<file path="config.mk">
export PLATFORM = sky130hd
export DESIGN_NAME = rr_arbiter_param
export DESIGN_NICKNAME = d
export VERILOG_FILES = /design/src/rtl/rr_arb_pkg.sv /design/src/rtl/rr_arbiter_param_pick.sv /design/src/rtl/rr_arbiter_param.sv
export SDC_FILE = /design/constraint.sdc
export NUM_CORES = 1
export LEC_CHECK = 0
export ABC_AREA = 1
export CORE_ASPECT_RATIO = 1.2
export CORE_UTILIZATION = 45
export DETAILED_ROUTE_END_ITERATION = 12
export GPL_ROUTABILITY_DRIVEN = 0
export GPL_TIMING_DRIVEN = 0
export PLACE_DENSITY = 0.69
export SLEW_MARGIN = 40
export SYNTH_ARGS = -nofsm -noshare
export SYNTH_HDL_FRONTEND = slang
export SYNTH_SLANG_ARGS = --single-unit
</file>
<file path="constraint.sdc">
create_clock -name clk -period 1.56 [get_ports clk]
set_input_delay 0.156 -clock clk [delete_from_list [all_inputs] [get_ports clk]]
set_output_delay 0.156 -clock clk [all_outputs]
set_load 0.05 [all_outputs]
</file>
<file path="src/rtl/rr_arb_pkg.sv">
// Shared arbiter helpers: index width and one-hot to index.
package rr_arb_pkg;

  function automatic int idw(input int n);
    return (n > 1) ? $clog2(n) : 1;
  endfunction

  function automatic logic [4:0] oh2idx(input logic [31:0] oh);
    logic [4:0] r;
    r = '0;
    for (int i = 0; i < 32; i++)
      if (oh[i]) r = r | 5'(i);
    return r;
  endfunction

endpackage

</file>
<file path="src/rtl/rr_arbiter_param_pick.sv">
// Round-robin winner select: rotate req by ptr, take the lowest set bit,
// rotate the one-hot back.
module rr_pick
  import rr_arb_pkg::*;
#(
  parameter int N   = 4,
  parameter int IDW = 2
) (
  input  logic [N-1:0]   req,
  input  logic [IDW-1:0] ptr,
  output logic [N-1:0]   win_oh,
  output logic [IDW-1:0] win_idx,
  output logic           any
);

  logic [2*N-1:0] dbl;
  logic [2*N-1:0] back;
  logic [N-1:0]   rot;
  logic [N-1:0]   rot_oh;

  always_comb begin
    dbl     = {req, req} >> ptr;
    rot     = dbl[N-1:0];
    rot_oh  = rot & (~rot + N'(1));
    back    = {rot_oh, rot_oh} << ptr;
    win_oh  = back[2*N-1:N];
    win_idx = IDW'(oh2idx(32'(win_oh)));
    any     = |req;
  end

endmodule

</file>
<file path="src/rtl/rr_arbiter_param.sv">
// N-way round-robin arbiter with per-burst hold limit and
// registered one-hot / binary grant.
module rr_arbiter_param
  import rr_arb_pkg::*;
#(
  parameter  int N        = 4,
  parameter  int MAX_HOLD = 4,
  localparam int IDW      = idw(N)
) (
  input  logic           clk,
  input  logic           rst_n,
  input  logic [N-1:0]   req,
  output logic [N-1:0]   grant,
  output logic [IDW-1:0] grant_id,
  output logic           grant_valid
);

  localparam int HW = (MAX_HOLD > 1) ? $clog2(MAX_HOLD) : 1;

  logic [IDW-1:0] ptr;
  logic [HW-1:0]  hold_cnt;
  logic [N-1:0]   win_oh;
  logic [IDW-1:0] win_idx;
  logic           any;
  logic           keep;

  rr_pick #(
    .N   (N),
    .IDW (IDW)
  ) u_pick (
    .req     (req),
    .ptr     (ptr),
    .win_oh  (win_oh),
    .win_idx (win_idx),
    .any     (any)
  );

  // hold_cnt never exceeds MAX_HOLD-1, so != is the same as <
  assign keep = grant_valid && |(req & grant) &&
                (hold_cnt != HW'(MAX_HOLD - 1));

  always_ff @(posedge clk or negedge rst_n) begin
    if (!rst_n) begin
      ptr         <= '0;
      hold_cnt    <= '0;
      grant       <= '0;
      grant_id    <= '0;
      grant_valid <= 1'b0;
    end else if (keep) begin
      hold_cnt <= hold_cnt + HW'(1);
    end else if (any) begin
      grant       <= win_oh;
      grant_id    <= win_idx;
      grant_valid <= 1'b1;
      hold_cnt    <= '0;
      ptr         <= (win_idx == IDW'(N - 1)) ? '0 : win_idx + IDW'(1);
    end else begin
      grant       <= '0;
      grant_id    <= '0;
      grant_valid <= 1'b0;
      hold_cnt    <= '0;
    end
  end

endmodule

</file>
==> impl_metrics.json <==
{
  "synth-seq-cells": 11,
  "final_util_pct": 59.88,
  "syn_inst": 102,
  "ctsHoldBuffers": 0,
  "seq_area_frac_synth_pct": 35.26,
  "drc_errors": 0,
  "drive_above_1_share_pct": 28.93,
  "finalSetupViolations": 0,
  "worstMarginPinSlew_ns": 0.5385,
  "firstDrtPassIters": 4,
  "rrSetupSlack_ns": 0.09,
  "synthToLayoutAreaGrowth_pct": 24.36,
  "min_period_ns": 1.466,
  "clk_path_buf_depth": 2,
  "grt_pass1_wl_um": 2380,
  "die_w_um": 40.03,
  "drt_iter0_drc": 15,
  "yosysUniqueCellTypes": 22,
  "hold_viol": 0,
  "slew_viol_final": 0,
  "core_sq_um": 1622,
  "crit_type": "register to register",
  "cts_made_buffers": 3,
  "cts-htree-levels": 1,
  "regToRegStartpoint": "ptr[0]",
  "grt_max_degree": 12,
  "fillers": 153,
  "num_antenna_cells": 0,
  "clock.fmax_mhz": 682.2,
  "die-height_um": 47.63,
  "pin_count": 13,
  "crit_end": "ptr[1]",
  "power_density_nw_per_um2": 2433,
  "r2r_end": "ptr[1]",
  "skew_ns": 0.001285,
  "io_buffers": 12,
  "ant_nets": 0,
  "cts_num_sinks": 11,
  "fin_crit_sh_pct": 93.97,
  "grt_pass1_vias": 592,
  "place_worst_setup_slack_ns": -0.2174,
  "gr-total-overflow": 0,
  "grt_antenna_before_repair": 0,
  "final_cell_mix": "nand2_1, nand3_1, dfrtp_1",
  "final_common_cell": "nand2_1",
  "wl_per_cell_um": 11.38,
  "initial_core_util_pct": 48.15,
  "final_nets": 129,
  "grtUsageTotal_pct": 18.56,
  "r2r_cells": 12,
  "hpwlAfterDp_um": 1257,
  "clk_latency_ns": 0.26,
  "leakagePower_uw": 0.0005011,
  "critPathRequiredTime_ns": 1.70,
  "hold_class": "input pin to asynchronous set/reset pin",
  "cts_tree": "yes",
  "vias_per_cell": 5.094,
  "cts_root_buf": "clkbuf_4",
  "ys_warn_count": 0,
  "path_max_fanout": 7,
  "critical_path_arrival_ns": 1.61,
  "syn_nets": 109,
  "path_clk_slew_ns": 0.07,
  "die_area_sq_um": 1906,
  "rows": 16,
  "syn_area_sq_um": 780.7,
  "worst_setup_path_end_kind": "register",
  "rsz0062_at_grt": "false",
  "relSlewSlack_pct": 63.77,
  "startpoint": "ptr[0]",
  "status": "finished clean",
  "setup_ws_ns": 0.09405,
  "num_vias": 708,
  "ir_drop_uv": 1201,
  "wl_um": 1582,
  "startpoint_type": "register",
  "syn_avg_cell_area_sq_um": 7.654,
  "drv_cap": 0
}
[area by class of cell]
type / count / area, sq um / area share, %
Sequential cell: 11 / 275.3 / 28.35
Multi-Input combinational cell: 77 / 436.7 / 44.97
Buffer: 2 / 26.28 / 2.706
Inverter: 12 / 50.05 / 5.155
Clock buffer: 4 / 26.28 / 2.706
Timing Repair Buffer: 15 / 133.9 / 13.79
Tap cell: 18 / 22.52 / 2.320
[cells by family after synthesis]
kind of cell,count (synthesis),share of synthesized area [%]
AND/OR/NAND/NOR,70,49.04
AO/OA/AOI/OAI,6,4.647
flip-flops,11,35.26
adder cells (fa/ha/maj),1,1.602
buffers and inverters,14,9.455
[worst min-delay path by stage]
stage	start	end	slack (ns)	cells past startpoint
after floorplan	rst_n	grant[0]	-0.14	0
after global placement	hold_cnt[0]	hold_cnt[0]	0.42	1
after detailed placement	hold_cnt[0]	hold_cnt[0]	0.43	1
after CTS	rst_n	ptr[0]	0.22	1
after global routing	rst_n	grant_id[1]	0.27	1
final	rst_n	ptr[0]	0.22	1
[through the flow]
step / TNS, ns / area, sq um / hold slack, ns / total power (uW) / cells
after floorplan: 0 / 780.7 / -0.1396 / 1807 / 102
final: 0 / 970.9 / 0.2182 / 2362 / 139
after global routing: 0 / 970.9 / 0.2657 / 2558 / 139
after global placement: -1.211 / 923.4 / 0.4198 / 2151 / 132
after detailed placement: -1.250 / 923.4 / 0.4285 / 2174 / 132
after CTS: 0 / 940.9 / 0.2243 / 2319 / 136
[flip-flops by register name, summed over array words and instances, names as in the netlist]
register and count:
grant_id 2, hold_cnt 2, grant_valid 1, ptr 2, grant 4
[report_power, final]
group	internal [uW]	switching, uW	total, uW
Sequential	416	72.0	488
Combinational	600	1090	1690
Clock	98.7	87.0	186
Total	1110	1250	2360
[critical path, cell delays in order, from the launching register on]
cell	delay, ns
dfrtp_1	0.41
buf_6	0.15
nand2_2	0.08
nand3_2	0.09
nand2_4	0.11
inv_2	0.04
nand2_1	0.05
and2_4	0.15
nand2_2	0.05
nand2_2	0.07
nand2_1	0.05
nand2_1	0.05
nand2_1	0.05
[repair_timing]
item,CTS,global route
pin swaps,0,2
setup endpoints to repair,7,6
gates resized for setup,7,2
setup buffers,0,3
[cell usage after synthesis]
library cell	number	area, sq um
nand2_1	28	105.1
nand3_1	14	70.07
dfrtp_1	11	275.3
nand2_2	10	62.56
inv_1	7	26.28
nand3_2	6	60.06
inv_2	4	15.01
nor2_1	3	11.26
o21ai_1	3	15.01
nand2_4	2	22.52
nand4_1	2	12.51
nor2_2	2	12.51
a22o_1	1	8.760
and2_4	1	8.760
buf_6	1	11.26
buf_8	1	15.01
ha_1	1	12.51
inv_4	1	6.260
nor2_4	1	11.26
nor4_1	1	6.260
o21a_1	1	7.510
o21ai_0	1	5.000
[per-layer routing]
layer  track usage, %  routed length [um]
met2            33.23                 826
met1            21.30                 707
met3            1.395                  34
met4            10.34                  13
met5                0                   0
Power figures use the tool's default switching activity.
